==> config.mk <==
export PLATFORM = sky130hd
export DESIGN_NAME = present_core_param
export DESIGN_NICKNAME = d
export VERILOG_FILES = /design/src/rtl/present_core_param.sv
export SDC_FILE = /design/constraint.sdc
export NUM_CORES = 1
export LEC_CHECK = 0
export CAP_MARGIN = 20
export CORE_MARGIN = 2
export CORE_UTILIZATION = 35
export DETAILED_ROUTE_END_ITERATION = 10
export SYNTH_ARGS = -nofsm -noshare
export SYNTH_HDL_FRONTEND = slang
export SYNTH_SLANG_ARGS = --single-unit
export TNS_END_PERCENT = 20
==> constraint.sdc <==
create_clock -name Clk_ik -period 2.4 [get_ports Clk_ik]
set_clock_uncertainty 0.2 [all_clocks]
set_input_delay 0.36 -clock Clk_ik [delete_from_list [all_inputs] [get_ports Clk_ik]]
set_output_delay 0.36 -clock Clk_ik [all_outputs]
set_load 0.01 [all_outputs]
==> src/rtl/present_core_param.sv <==
`default_nettype none
// ------------------------------------------------------------------------
// present_core_param : iterative PRESENT-80/128 block cipher, one round per
//                      clock, runtime encrypt/decrypt, valid/ready result hold
// Revision : 1.0
// ------------------------------------------------------------------------
module present_core_param #(
  parameter int g_KeyWidth   = 80,
  parameter bit g_HasDecrypt = 1'b1
) (
  input  logic                  Clk_ik,
  input  logic                  Reset_irn,
  input  logic [g_KeyWidth-1:0] Key_ib,
  input  logic [63:0]           Text_ib,
  input  logic                  Decrypt_i,
  input  logic                  Start_i,
  output logic                  Ready_o,
  output logic [63:0]           Text_ob,
  output logic                  Valid_o,
  input  logic                  Ack_i
);

  localparam logic [1:0] c_StIdle   = 2'd0;
  localparam logic [1:0] c_StKeyFwd = 2'd1;
  localparam logic [1:0] c_StRound  = 2'd2;
  localparam logic [1:0] c_StHold   = 2'd3;

  localparam logic [4:0] c_FirstRound = 5'd1;
  localparam logic [4:0] c_LastRound  = 5'd31;
  localparam int         c_KeyMsb     = g_KeyWidth - 1;

  logic [1:0]            r_state;
  logic [1:0]            w_stateNext;
  logic [4:0]            r_round;
  logic [63:0]           r_data;
  logic [g_KeyWidth-1:0] r_key;
  logic                  r_decrypt;
  logic [63:0]           r_textOut;
  logic                  r_valid;

  logic                  w_accept;
  logic                  w_startDec;
  logic [g_KeyWidth-1:0] w_keyUpd;
  logic [g_KeyWidth-1:0] w_keyPrev;
  logic [63:0]           w_encData;
  logic [63:0]           w_decData;

  function automatic logic [3:0] sBox(input logic [3:0] x);
    case (x)
      4'h0: sBox = 4'hC;  4'h1: sBox = 4'h5;  4'h2: sBox = 4'h6;  4'h3: sBox = 4'hB;
      4'h4: sBox = 4'h9;  4'h5: sBox = 4'h0;  4'h6: sBox = 4'hA;  4'h7: sBox = 4'hD;
      4'h8: sBox = 4'h3;  4'h9: sBox = 4'hE;  4'hA: sBox = 4'hF;  4'hB: sBox = 4'h8;
      4'hC: sBox = 4'h4;  4'hD: sBox = 4'h7;  4'hE: sBox = 4'h1;  default: sBox = 4'h2;
    endcase
  endfunction

  function automatic logic [3:0] invSBox(input logic [3:0] x);
    case (x)
      4'h0: invSBox = 4'h5;  4'h1: invSBox = 4'hE;  4'h2: invSBox = 4'hF;  4'h3: invSBox = 4'h8;
      4'h4: invSBox = 4'hC;  4'h5: invSBox = 4'h1;  4'h6: invSBox = 4'h2;  4'h7: invSBox = 4'hD;
      4'h8: invSBox = 4'hB;  4'h9: invSBox = 4'h4;  4'hA: invSBox = 4'h6;  4'hB: invSBox = 4'h3;
      4'hC: invSBox = 4'h0;  4'hD: invSBox = 4'h7;  4'hE: invSBox = 4'h9;  default: invSBox = 4'hA;
    endcase
  endfunction

  function automatic logic [63:0] sLayer(input logic [63:0] x);
    logic [63:0] y;
    y = '0;
    for (int i = 0; i < 16; i++) y[4*i +: 4] = sBox(x[4*i +: 4]);
    return y;
  endfunction

  function automatic logic [63:0] invSLayer(input logic [63:0] x);
    logic [63:0] y;
    y = '0;
    for (int i = 0; i < 16; i++) y[4*i +: 4] = invSBox(x[4*i +: 4]);
    return y;
  endfunction

  // Bit i moves to 16*i mod 63; bit 63 is fixed.
  function automatic logic [63:0] pLayer(input logic [63:0] x);
    logic [63:0] y;
    y = '0;
    for (int i = 0; i < 63; i++) y[(16*i) % 63] = x[i];
    y[63] = x[63];
    return y;
  endfunction

  function automatic logic [63:0] invPLayer(input logic [63:0] x);
    logic [63:0] y;
    y = '0;
    for (int i = 0; i < 63; i++) y[i] = x[(16*i) % 63];
    y[63] = x[63];
    return y;
  endfunction

  // Forward and inverse key schedule for the selected key width.
  generate
    if (g_KeyWidth == 80) begin : g_key80
      logic [79:0] w_rot;
      always_comb begin
        w_rot          = {r_key[18:0], r_key[79:19]};
        w_rot[79:76]   = sBox(w_rot[79:76]);
        w_rot[19:15]   = w_rot[19:15] ^ r_round;
        w_keyUpd       = w_rot;
      end
      if (g_HasDecrypt) begin : g_inv80
        logic [79:0] w_mix;
        always_comb begin
          w_mix          = r_key;
          w_mix[19:15]   = w_mix[19:15] ^ r_round;
          w_mix[79:76]   = invSBox(w_mix[79:76]);
          w_keyPrev      = {w_mix[60:0], w_mix[79:61]};
        end
      end else begin : g_noInv80
        assign w_keyPrev = '0;
      end
    end else if (g_KeyWidth == 128) begin : g_key128
      logic [127:0] w_rot;
      always_comb begin
        w_rot            = {r_key[66:0], r_key[127:67]};
        w_rot[127:124]   = sBox(w_rot[127:124]);
        w_rot[123:120]   = sBox(w_rot[123:120]);
        w_rot[66:62]     = w_rot[66:62] ^ r_round;
        w_keyUpd         = w_rot;
      end
      if (g_HasDecrypt) begin : g_inv128
        logic [127:0] w_mix;
        always_comb begin
          w_mix            = r_key;
          w_mix[66:62]     = w_mix[66:62] ^ r_round;
          w_mix[127:124]   = invSBox(w_mix[127:124]);
          w_mix[123:120]   = invSBox(w_mix[123:120]);
          w_keyPrev        = {w_mix[60:0], w_mix[127:61]};
        end
      end else begin : g_noInv128
        assign w_keyPrev = '0;
      end
    end else begin : g_badKeyWidth
      $error("present_core_param: g_KeyWidth must be 80 or 128");
      assign w_keyUpd  = '0;
      assign w_keyPrev = '0;
    end
  endgenerate

  assign w_encData = pLayer(sLayer(r_data ^ r_key[c_KeyMsb -: 64]));

  generate
    if (g_HasDecrypt) begin : g_decPath
      assign w_decData = invSLayer(invPLayer(r_data)) ^ w_keyPrev[c_KeyMsb -: 64];
    end else begin : g_noDecPath
      assign w_decData = '0;
    end
  endgenerate

  assign w_startDec = Decrypt_i & g_HasDecrypt;
  assign w_accept   = Start_i & Ready_o;

  always_ff @(posedge Clk_ik or negedge Reset_irn) begin
    if (!Reset_irn) r_state <= c_StIdle;
    else            r_state <= w_stateNext;
  end

  always_comb begin
    w_stateNext = r_state;
    case (r_state)
      c_StIdle:   if (w_accept) w_stateNext = w_startDec ? c_StKeyFwd : c_StRound;
      c_StKeyFwd: if (r_round == c_LastRound) w_stateNext = c_StRound;
      c_StRound: begin
        if (r_decrypt ? (r_round == c_FirstRound) : (r_round == c_LastRound))
          w_stateNext = c_StHold;
      end
      c_StHold: begin
        if (w_accept)   w_stateNext = w_startDec ? c_StKeyFwd : c_StRound;
        else if (Ack_i) w_stateNext = c_StIdle;
      end
      default:    w_stateNext = c_StIdle;
    endcase
  end

  always_comb begin
    Ready_o = 1'b0;
    case (r_state)
      c_StIdle: Ready_o = 1'b1;
      c_StHold: Ready_o = Ack_i;
      default:  Ready_o = 1'b0;
    endcase
  end

  always_ff @(posedge Clk_ik or negedge Reset_irn) begin
    if (!Reset_irn) begin
      r_round   <= '0;
      r_data    <= '0;
      r_key     <= '0;
      r_decrypt <= 1'b0;
      r_textOut <= '0;
      r_valid   <= 1'b0;
    end else if (w_accept) begin
      r_data    <= Text_ib;
      r_key     <= Key_ib;
      r_round   <= c_FirstRound;
      r_decrypt <= w_startDec;
      r_valid   <= 1'b0;
    end else begin
      case (r_state)
        c_StKeyFwd: begin
          r_key <= w_keyUpd;
          // Last rewind step also whitens the captured ciphertext with K32.
          if (r_round == c_LastRound) r_data  <= r_data ^ w_keyUpd[c_KeyMsb -: 64];
          else                        r_round <= r_round + 5'd1;
        end
        c_StRound: begin
          if (r_decrypt) begin
            r_data <= w_decData;
            r_key  <= w_keyPrev;
            if (r_round == c_FirstRound) begin
              r_textOut <= w_decData;
              r_valid   <= 1'b1;
            end else begin
              r_round <= r_round - 5'd1;
            end
          end else begin
            r_data <= w_encData;
            r_key  <= w_keyUpd;
            if (r_round == c_LastRound) begin
              r_textOut <= w_encData ^ w_keyUpd[c_KeyMsb -: 64];
              r_valid   <= 1'b1;
            end else begin
              r_round <= r_round + 5'd1;
            end
          end
        end
        c_StHold: if (Ack_i) r_valid <= 1'b0;
        default: ;
      endcase
    end
  end

  assign Text_ob = r_textOut;
  assign Valid_o = r_valid;

endmodule
`default_nettype wire
==> metrics.txt <==
final hold vios 0; most common cell after layout, fill and taps aside buf_4; number of I/O port buffers 214; crit start category register; class of the worst hold path input port to asynchronous set/reset pin; Setup TNS -0.0846 ns; largest family of logic cells by synthesized area compound AO/OA/AOI/OAI gates; worst slew pin tran 0.738 ns; Core Util, Final 49.7%; crit path max fanout 3; antenna-violating nets left 0; placed wire-length estimate 81700 microns; Worst R2R Setup Slack -0.06 ns; iteration count of the initial detailed-routing pass 5; compound-cell area share of the yosys netlist 20.4%; top cell type's share of synthesized area 25.9%; first-pass GRT wire length 146000 microns; MaxCap Viol Count 0; commonest non-fill, non-tap cells in the layout buf_4 (458), nand2_1 (353), a21oi_1 (291), clkdlybuf4s50_1 (212), dfrtp_1 (199); Max Freq 407 MHz; failing checks negative setup slack; YS warnings 0; total congestion overflow 0; number of global-route vias before repair 21100; row cnt 89; worst setup margin -0.0558 ns; syn_nets 2891; asr flop ratio synth 100%; Die Y-Extent 249 microns; xor and xnor fraction of the mapped netlist area 13.5%; Netlist cell types 71; Post-Syn Instances 2564; synthesized area 0.0210 sq mm; Setup-failing EPs final 5; Post-synth top flop dfrtp_1; ANT cells 0; WS Path Type register to register; mux contribution to synthesized area 10.3%; FF+latch area 0.00546 sq mm; layout cells sized above 1 26.4%; initial core utilization 35.5%; 1st-iter DRT viols 2867; post-synthesis adder-cell area fraction 10.6%; Total GRT Usage 32.1%; CTS buffer count 29; initial antenna violation count 3; top post-synthesis cells by area dfrtp_1 (26%), ha_1 (11%), a21oi_1 (7.3%); Root Driver clkbuf_16; Place WS -0.341 ns; RSZ-0062 raised after global routing true; simple-gate portion of the synthesized area 12.0%; Post-synth EDFFs 0; clock slew at reported path FFs 0.06 ns; post-synthesis area per instance 8.18 sq um; post-synth top area cell dfrtp_1; post-route DRC violation count 0; Max transition margin 50.8%; area added between synthesis and finish 40.2%; vias per cell 5.73; worst skew pair latency 0.62 ns; Core Area 0.0591 sq mm; minimum hold slack 0.0962 ns; GPL Wtd Cong 1.05; DR vias 22300; CTS Buffer Depth 3; die width 249 microns; crit end category register; Routed WL per cell 26.9 microns; Final period util 102%; die area 0.0619 sq mm; CTS tree done; clock sink total 217; Ports 215; Filler Cell Count 5483; area occupied by multi-input gates 0.0149 sq mm; Post-Route WL 104000 microns; WP data required 2.70 ns; largest net degree at the start of global routing 58; sequential fraction of the synthesis area 25.9%; Final #Nets 3419; H-Tree Level Count 1; min Tclk post-route 2.46 ns; status finished, violations left; synthesis-stage register bit count 217; Slew Viols, Final 0; Worst EP arrival 2.76 ns
## synthesized netlist by cell type, types with 12 or more instances
cell type / count
a31oi_1: 15
ha_1: 178
mux2_2: 18
o31ai_1: 15
xor2_2: 12
buf_4: 14
mux4_2: 42
inv_1: 134
a211oi_1: 40
xor2_1: 121
nor3_1: 41
a21oi_1: 305
nor2_1: 140
o211ai_1: 19
buf_2: 88
nand2_1: 357
a22oi_1: 23
mux2i_1: 92
o22ai_1: 21
clkbuf_1: 106
buf_1: 15
o21ai_0: 222
dfrtp_1: 217
xnor2_1: 155
## area by class of cell
cell class | instances | area share (%)
multi-input cells | 1984 | 50.8
inverters | 135 | 1.72
clock inverters | 21 | 0.651
repair buffers | 725 | 22.4
well taps | 773 | 3.29
flip-flops and latches | 217 | 18.6
clock buffers | 32 | 2.61
## flip-flops by register name, summed over array words and instances, names as in the netlist
register	flops
Valid_o	1
r_state	2
r_key	80
Text_ob	64
r_decrypt	1
r_data	64
r_round	5
## kinds of logic after synthesis
| family | count (synthesis) |
|---|---|
| DFF | 217 |
| AOI/OAI and AO/OA | 742 |
| and+or+nand+nor | 610 |
| adders and majority gates | 178 |
| buffers and inverters | 363 |
| muxes | 156 |
| xor gates and xnor gates | 298 |
## worst max-delay path, stage by stage, from the launching register on
cell     delay, ns
dfrtp_2       0.46
xnor2_4       0.29
buf_6         0.15
ha_4          0.13
inv_2         0.03
mux4_2        0.53
xor2_1        0.17
nor2_1        0.05
a21oi_1       0.14
buf_4         0.16
o21ai_2       0.05
## worst paths after layout
kind / startpoint / to / cells after the start
worst max-delay path: r_data[12] / Text_ob[19] / 10
worst min-delay path: Reset_irn / r_data[24] / 2
worst max register to register: r_data[12] / Text_ob[19] / 10
worst min register to register: Text_ob[4] / Text_ob[4] / 2
max in group asynchronous: Reset_irn / r_data[61] / 3
min in group Clk_ik: Key_ib[17] / r_key[17] / 3
## metal layers
layer	GRT usage (%)	vias up	wire length, microns
met3	4.97	262	10400
met4	16.5	2	6590
li1	-	9794	-
met5	0	-	16
met2	47.7	1346	43800
met1	44.9	10900	43600
## stage by stage
step | cell area [sq um] | instances
after global routing | 29400 | 3887
after global placement | 27300 | 3818
after floorplan | 21000 | 2564
after CTS | 28600 | 3879
after detailed placement | 27300 | 3818
final | 29400 | 3887
## timing repair
| item | 4_1_cts | 5_1_grt |
|---|---|---|
| hold buffers | 1 | 0 |
| pin swaps | 13 | 29 |
| setup buffers | 7 | 5 |
| gates cloned | 0 | 4 |
| endpoints found under the hold margin | 126 | 0 |
| gates resized for setup | 69 | 142 |
| endpoints found under the setup margin | 95 | 141 |
Power is left out: the tool's default activity adds up to more than one toggle a clock period on the data nets, which glitch-free logic cannot reach.
